**config.mk**
```make
export PLATFORM = sky130hd
export DESIGN_NAME = decode_uop_sequencer
export DESIGN_NICKNAME = d
export VERILOG_FILES = /design/src/rtl/decode_uop_sequencer.sv
export SDC_FILE = /design/constraint.sdc
export NUM_CORES = 1
export LEC_CHECK = 0
export BUFFER_PORTS_ARGS = -buffer_cell sky130_fd_sc_hd__buf_2
export CAP_MARGIN = 5
export CORE_ASPECT_RATIO = 1.4
export CORE_MARGIN = 2
export CORE_UTILIZATION = 47
export CTS_CLUSTER_DIAMETER = 120
export DETAILED_ROUTE_END_ITERATION = 10
export PLACE_DENSITY = 0.88
export SLEW_MARGIN = 30
export SYNTH_ARGS = -nofsm -noshare
export SYNTH_HDL_FRONTEND = slang
export SYNTH_SLANG_ARGS = --single-unit
export TNS_END_PERCENT = 30
```
**constraint.sdc**
```tcl
create_clock -name clk -period 1.7 [get_ports clk]
set_input_delay 0 -clock clk [delete_from_list [all_inputs] [get_ports clk]]
set_output_delay 0 -clock clk [all_outputs]
set_load 0.01 [all_outputs]
```
**src/rtl/decode_uop_sequencer.sv**
```systemverilog
// decode_uop_sequencer
// Registered, handshaked main decoder at the IF->ID boundary of the RV32 core.
// Each accepted instruction is decoded into the ID control bundle and appears
// on registered outputs one cycle later. With FUSED_SPLIT set, the R4-type fused
// FP ops are cracked into two micro-ops, a multiply and then an add/sub, so a
// single-op FPU can execute them.
module decode_uop_sequencer #(
   parameter bit FP_EN       = 1'b1,
   parameter bit FUSED_SPLIT = 1'b1
) (
   input  logic        clk,
   input  logic        reset_n,
   input  logic        flush,
   input  logic        in_valid,
   output logic        in_ready,
   input  logic [31:0] instr_i,
   output logic        out_valid,
   input  logic        out_ready,
   output logic [31:0] instr_o,
   output logic        reg_write,
   output logic        mem_write,
   output logic        branch,
   output logic        jump,
   output logic        alu_src_a,
   output logic        fp_sel,
   output logic [2:0]  imm_src,
   output logic [1:0]  alu_src_b,
   output logic [1:0]  result_src,
   output logic [1:0]  alu_op,
   output logic [1:0]  fp_op,
   output logic        fp_neg,
   output logic        uop_last,
   output logic        illegal
);

   // Sequencer states: EMPTY holds nothing, FULL holds one uop (the last or only
   // uop of an instruction), SPLIT holds uop0 of a cracked fused op.
   typedef enum logic [1:0] {
      EMPTY = 2'd0,
      FULL  = 2'd1,
      SPLIT = 2'd2
   } stateT;

   // Field order matches the documented bundle bit strings, so each decode
   // table entry below is written exactly as a 15-bit pattern.
   typedef struct packed {
      logic       regWrite;
      logic [2:0] immSrc;
      logic       aluSrcA;
      logic [1:0] aluSrcB;
      logic       memWrite;
      logic [1:0] resultSrc;
      logic       branch;
      logic [1:0] aluOp;
      logic       jump;
      logic       fpSel;
   } ctrlT;

   // Major opcodes
   localparam logic [6:0] OP_BUBBLE = 7'b0000000;
   localparam logic [6:0] OP_LOAD   = 7'b0000011;
   localparam logic [6:0] OP_STORE  = 7'b0100011;
   localparam logic [6:0] OP_REG    = 7'b0110011;
   localparam logic [6:0] OP_BRANCH = 7'b1100011;
   localparam logic [6:0] OP_IMM    = 7'b0010011;
   localparam logic [6:0] OP_JAL    = 7'b1101111;
   localparam logic [6:0] OP_AUIPC  = 7'b0010111;
   localparam logic [6:0] OP_LUI    = 7'b0110111;
   localparam logic [6:0] OP_JALR   = 7'b1100111;
   localparam logic [6:0] OP_FLW    = 7'b0000111;
   localparam logic [6:0] OP_FSW    = 7'b0100111;
   localparam logic [6:0] OP_FP     = 7'b1010011;
   localparam logic [6:0] OP_FMADD  = 7'b1000011;
   localparam logic [6:0] OP_FMSUB  = 7'b1000111;
   localparam logic [6:0] OP_FNMSUB = 7'b1001011;
   localparam logic [6:0] OP_FNMADD = 7'b1001111;

   // Control bundles, laid out as {regWrite,immSrc,aluSrcA,aluSrcB,memWrite,
   // resultSrc,branch,aluOp,jump,fpSel}
   localparam ctrlT CTRL_LW    = 15'b1_000_0_01_0_01_0_00_0_0;
   localparam ctrlT CTRL_SW    = 15'b0_001_0_01_1_00_0_00_0_0;
   localparam ctrlT CTRL_R     = 15'b1_000_0_00_0_00_0_10_0_0;
   localparam ctrlT CTRL_B     = 15'b0_010_0_00_0_00_1_01_0_0;
   localparam ctrlT CTRL_I     = 15'b1_000_0_01_0_00_0_10_0_0;
   localparam ctrlT CTRL_JAL   = 15'b1_011_0_00_0_10_0_00_1_0;
   localparam ctrlT CTRL_AUIPC = 15'b1_100_1_10_0_00_0_00_0_0;
   localparam ctrlT CTRL_LUI   = 15'b1_100_1_01_0_00_0_00_0_0;
   localparam ctrlT CTRL_JALR  = 15'b1_000_0_01_0_10_0_00_1_0;
   localparam ctrlT CTRL_FLW   = 15'b1_000_0_01_0_01_0_00_0_1;
   localparam ctrlT CTRL_FSW   = 15'b0_001_0_01_1_00_0_00_0_1;
   localparam ctrlT CTRL_FP    = 15'b1_000_0_00_0_00_0_10_0_1;

   // FP unit operation selects
   localparam logic [1:0] FPOP_FUNCT = 2'b00;
   localparam logic [1:0] FPOP_MUL   = 2'b01;
   localparam logic [1:0] FPOP_ADD   = 2'b10;
   localparam logic [1:0] FPOP_SUB   = 2'b11;

   stateT      state;
   stateT      nextState;

   // Decode of the incoming instruction
   ctrlT       decCtrl;
   logic       decIllegal;
   logic       decFused;
   logic       decIsFp;
   logic       decSplit;

   // Handshake qualifiers
   logic       inReadyInt;
   logic       loadNew;
   logic       advanceSplit;

   // Output registers
   ctrlT       ctrlQ;
   logic [31:0] instrQ;
   logic       illegalQ;
   logic [1:0] fpOpQ;
   logic       fpNegQ;
   logic       uopLastQ;
   logic       outValidQ;

   // Second-uop controls of a cracked fused op, taken from the held instruction:
   // opcode bits [3:2] are 00 FMADD, 01 FMSUB, 10 FNMSUB, 11 FNMADD.
   logic       fusedSub;
   logic       fusedNeg;

   assign fusedSub = instrQ[3] ^ instrQ[2];
   assign fusedNeg = instrQ[3];

   // Combinational main decode of instr_i into a control bundle.
   // Opcode 0000000 is the only listed encoding with instr_i[1:0] != 2'b11,
   // and it is the bubble, so every other such encoding falls into default.
   always_comb begin
      // NOTE: every signal gets a default before the case so no path leaves one
      // unassigned; otherwise synthesis would infer a latch.
      decCtrl    = '0;
      decIllegal = 1'b0;
      decFused   = 1'b0;
      decIsFp    = 1'b0;
      unique case (instr_i[6:0])
         OP_BUBBLE: decCtrl = '0;
         OP_LOAD:   decCtrl = CTRL_LW;
         OP_STORE:  decCtrl = CTRL_SW;
         OP_REG:    decCtrl = CTRL_R;
         OP_BRANCH: decCtrl = CTRL_B;
         OP_IMM:    decCtrl = CTRL_I;
         OP_JAL:    decCtrl = CTRL_JAL;
         OP_AUIPC:  decCtrl = CTRL_AUIPC;
         OP_LUI:    decCtrl = CTRL_LUI;
         OP_JALR:   decCtrl = CTRL_JALR;
         OP_FLW: begin
            decCtrl = CTRL_FLW;
            decIsFp = 1'b1;
         end
         OP_FSW: begin
            decCtrl = CTRL_FSW;
            decIsFp = 1'b1;
         end
         OP_FP: begin
            decCtrl = CTRL_FP;
            decIsFp = 1'b1;
         end
         OP_FMADD, OP_FMSUB, OP_FNMSUB, OP_FNMADD: begin
            decCtrl  = CTRL_FP;
            decIsFp  = 1'b1;
            decFused = 1'b1;
         end
         default: decIllegal = 1'b1;
      endcase
      // Without the F extension every FP opcode is treated as unsupported
      if (decIsFp && !FP_EN) begin
         decCtrl    = '0;
         decIllegal = 1'b1;
         decFused   = 1'b0;
      end
   end

   assign decSplit = decFused && FUSED_SPLIT;

   // State register
   always_ff @(posedge clk or negedge reset_n) begin
      if (!reset_n) begin
         state <= EMPTY;
      end else begin
         state <= nextState;
      end
   end

   // Next-state logic; flush overrides every other input and SPLIT progress
   always_comb begin
      nextState = state;
      if (flush) begin
         nextState = EMPTY;
      end else begin
         unique case (state)
            EMPTY: begin
               if (in_valid) nextState = decSplit ? SPLIT : FULL;
            end
            FULL: begin
               if (out_ready) begin
                  if (in_valid) nextState = decSplit ? SPLIT : FULL;
                  else          nextState = EMPTY;
               end
            end
            SPLIT: begin
               if (out_ready) nextState = FULL;
            end
            default: nextState = EMPTY;
         endcase
      end
   end

   // Output logic: acceptance handshake and the register update qualifiers
   always_comb begin
      inReadyInt   = !flush && ((state == EMPTY) || ((state == FULL) && out_ready));
      loadNew      = in_valid && inReadyInt;
      advanceSplit = (state == SPLIT) && out_ready && !flush;
   end

   // Output registers: load a new uop, step a cracked op to its second uop,
   // hold while stalled, and clear whenever the sequencer empties
   always_ff @(posedge clk or negedge reset_n) begin
      if (!reset_n) begin
         outValidQ <= 1'b0;
         ctrlQ     <= '0;
         instrQ    <= '0;
         illegalQ  <= 1'b0;
         fpOpQ     <= FPOP_FUNCT;
         fpNegQ    <= 1'b0;
         uopLastQ  <= 1'b0;
      end else begin
         // NOTE: non-blocking assignments so every register here samples the
         // pre-edge values, independent of statement order.
         outValidQ <= (nextState != EMPTY);
         if (nextState == EMPTY) begin
            ctrlQ    <= '0;
            instrQ   <= '0;
            illegalQ <= 1'b0;
            fpOpQ    <= FPOP_FUNCT;
            fpNegQ   <= 1'b0;
            uopLastQ <= 1'b0;
         end else if (loadNew) begin
            ctrlQ    <= decCtrl;
            instrQ   <= instr_i;
            illegalQ <= decIllegal;
            // uop0 of a cracked op is the multiply into the FP temp register
            fpOpQ    <= decSplit ? FPOP_MUL : FPOP_FUNCT;
            fpNegQ   <= 1'b0;
            uopLastQ <= !decSplit;
         end else if (advanceSplit) begin
            // uop1 keeps the bundle and instruction, switches to add/sub
            fpOpQ    <= fusedSub ? FPOP_SUB : FPOP_ADD;
            fpNegQ   <= fusedNeg;
            uopLastQ <= 1'b1;
         end
      end
   end

   assign in_ready   = inReadyInt;
   assign out_valid  = outValidQ;
   assign instr_o    = instrQ;
   assign reg_write  = ctrlQ.regWrite;
   assign imm_src    = ctrlQ.immSrc;
   assign alu_src_a  = ctrlQ.aluSrcA;
   assign alu_src_b  = ctrlQ.aluSrcB;
   assign mem_write  = ctrlQ.memWrite;
   assign result_src = ctrlQ.resultSrc;
   assign branch     = ctrlQ.branch;
   assign alu_op     = ctrlQ.aluOp;
   assign jump       = ctrlQ.jump;
   assign fp_sel     = ctrlQ.fpSel;
   assign illegal    = illegalQ;
   assign fp_op      = fpOpQ;
   assign fp_neg     = fpNegQ;
   assign uop_last   = uopLastQ;

endmodule

```
==> metrics.md <==
| Metric | Value |
|---|---|
| Total CTS buffers | 5 |
| Commonest non-fill, non-tap cell in the layout | buf_2 |
| Cell area power density | 773 nW/um^2 |
| Minimum clock period | around 1.6 ns |
| GRT overflow | 0 |
| DR pass1 iterations | 4 |
| Tot GR Track Use | 24.5% |
| # Post-CTS Setup Buffers | 0 |
| Worst-Skew Late Latency | about 0.31 ns |
| Top achievable clock speed | 633 MHz |
| Global-route wire length before repair | ~10 mm |
| Critical Path RT | approximately 2.0 ns |
| Clk Tree Root Cell | clkbuf_8 |
| Outcome | complete, no violations |
| Row count | 29 |
| Lkg Pwr | approximately 1.6 nW |
| DR WL met3 | between 200 and 300 um |
| Syn_area_per_cell | between 10 and 15 um^2 |
| Relative slew slack | 61.4% |
| Vias per cell | 5.54 |
| Hold Vio Cnt, Final | 0 |
| Post-DP HPWL | about 4.2 mm |
| Peak supply drop | 0.551 mV |
| Cts repair resizes | 0 |
| Max_cap viols | 0 |
| Post-synth top area share | approximately 59% |
| Setup crit end kind | flop |
| Metal-1 WL | roughly 2.3 mm |
| Ys Warns | 0 |
| Net switching power | about 0.00065 W |
| Fraction of registers with async set/reset | 100% |
| RSZ-0062 raised after global routing | false |
| Synth Flop Type | dfrtp_1 |
| Fraction of layout cells with a size suffix above 1 | about two fifths |
| Final WL | 6.26 mm |
| Routed wire length per instance | about 18 um |
| Synthesized net count | about 210 |
| Die width | about 62 um |
| Largest cells by area after synthesis | dfrtp_1 (59%), a22o_1 (15%), a32o_1 (3.6%), buf_2 (2.3%), nor2_1 (1.9%) |
| Final nets | between 300 and 400 |
| Post-Synthesis Cells | about 180 |
| N_diodes | 0 |
| Sw Share | a little over a quarter |
| Kind of critical path | flop to flop |
| DRT iter0 DRCs | ~150 |
| Cell area after synthesis | about 2200 um^2 |
| HP Class | input pin to flop |
| Post-synth EDFFs | 0 |
| Max Used Layer | met4 |
| Area delta synth->final | 40.0% |
| Port Buffers | 90 |
| Fill cell count | around 330 |
| IO Count | 91 |
| Sequential fraction of the synthesis area | just under 60% |
| Maximum level of the CTS H-tree | 2 |
| Die height | around 85 um |
| Setup violators final | 0 |
| Clk buf depth | 2 |
| Total die area | roughly 5300 um^2 |
| Share of power burned in registers | about 54% |
| Synth cell types | 38 |
| Clock power frac | 30.5% |
| DRC | 0 |
| Most frequent cells in the layout | buf_2 (90), dfrtp_1 (52), a22o_1 (37) |
| CTS tree | done |
| Total Neg Setup Slack | 0 ns |
| Skew final | a little over 0.005 ns |
| Final Max Slew Viols | 0 |
| Internal Pwr Total | 0.00176 W |
| Yosys reg bits | 52 |
| Vias in the first global route | ~1,900 |
| Core Footprint | between 4000 and 5000 um^2 |
| Startpoint Class | flop |
| CP Data Arrival Time | approximately 1.8 ns |
| Combinational power share | about 15% |
| Cell taking the most area after synthesis | dfrtp_1 |
| Initial core utilization | between 40% and 50% |
| CP max FO | 10 |
| Largest net degree at the start of global routing | 30 |
| Antenna viol nets, final | 0 |
| Actual slew at the worst max-slew pin | ~0.56 ns |
| GP Congestion | around 0.88 |
| Finished Core Util | 68.6% |
| Vias | 1,978 |
| Fin crit share | slightly above 90% |
| CTS sink cnt | 52 |
| Clk pin slew, worst setup/hold paths | 0.10 ns |
| Antenna violations before repair | 0 |
| Met2 wire length | between 3 and 4 mm |
==> what timing repair did <==
action / CTS / global route
hold buffers: 28 / 0
hold endpoints to repair: 47 / 0
endpoints found under the setup margin: 0 / 0
==> flip-flops by register name (all words and copies together), names as in the netlist, 2 cells and up <==
signal / flops
alu_op: 2
alu_src_b: 2
fp_op: 2
imm_src: 3
instr_o: 32
result_src: 2
state: 2
==> power groups by stage <==
stage | combinational (W) | sequential [W] | clock [W]
3_5_place_dp | 0.000310 | 0.00133 | 0
4_1_cts | 0.000362 | 0.00130 | 0.000742
6_report | 0.000366 | 0.00131 | 0.000733
2_1_floorplan | 0.000136 | 0.00135 | 0
5_1_grt | 0.000398 | 0.00131 | 0.000799
3_3_place_gp | 0.000301 | 0.00133 | 0
==> final cells by class <==
class	count	area (um^2)	area share, %
clock buffer	5	68.8	2.21
clock inverter	3	27.5	0.885
sequential	52	1300	41.8
inverter	3	11.3	0.362
timing repair buffer	126	803	25.8
tap	62	77.6	2.49
multi-input combinational	106	822	26.4
==> per-layer routing <==
layer  global-route usage [%]  vias up
li1                         -      901
met1                     30.3      984
met2                     42.0       73
met3                     3.98       20
met4                     11.9        0
met5                        0        -
==> cell usage after synthesis (all sizes together), types with 2 or more instances <==
master	count
a31oi	2
nor2b	2
o21ai	4
mux2i	2
nand2	7
dfrtp	52
a22o	37
a32o	8
buf	15
o21bai	3
nor2	11
a21oi	5
inv	3
nand2b	3
nor3	3
nand3	2
==> final timing paths <==
kind / startpoint / endpoint / slack [ns] / depth (start not counted)
max in group asynchronous: reset_n / state[0]$_DFF_PN0_ / 0.91 / 3
worst min-delay path: out_ready / state[1]$_DFF_PN0_ / 0.01 / 2
worst max register to register: state[1]$_DFF_PN0_ / result_src[1]$_DFFE_PN0P_ / 0.12 / 3
min in group asynchronous: reset_n / out_valid$_DFF_PN0_ / 0.18 / 2
worst max-delay path: state[1]$_DFF_PN0_ / result_src[1]$_DFFE_PN0P_ / 0.12 / 3
worst min register to register: alu_src_b[0]$_DFFE_PN0P_ / alu_src_b[0]$_DFFE_PN0P_ / 0.50 / 1
==> worst max-delay path: stages (launching register included) <==
cell     delay (ns)
dfrtp_1        0.50
or4b_4         0.58
nor4_4         0.23
a32o_1         0.22
==> per-stage QoR <==
step / hold WS (ns) / worst slack (ns) / power, W / instances / cell area (um^2)
final: 0.0110 / 0.121 / 0.00240 / 357 / 3110
after global routing: 0.0113 / 0.0336 / 0.00251 / 357 / 3110
after CTS: 0.00566 / 0.122 / 0.00241 / 357 / 3110
after detailed placement: -0.0151 / 0.130 / 0.00164 / 321 / 2740
after global placement: -0.0243 / 0.191 / 0.00163 / 321 / 2740
after floorplan: -0.296 / 0.223 / 0.00148 / 177 / 2220
==> logic make-up after synthesis <==
family                     after synthesis  share of synthesized area, %
adders and majority gates                1                         0.450
and+or+nand+nor                         37                          10.5
DFF                                     52                          58.6
muxes                                    2                         0.901
buffers and inverters                   19                          4.79
xor gates and xnor gates                 1                         0.394
AOI/OAI and AO/OA                       65                          24.4
(Power assumes the default switching activity.)
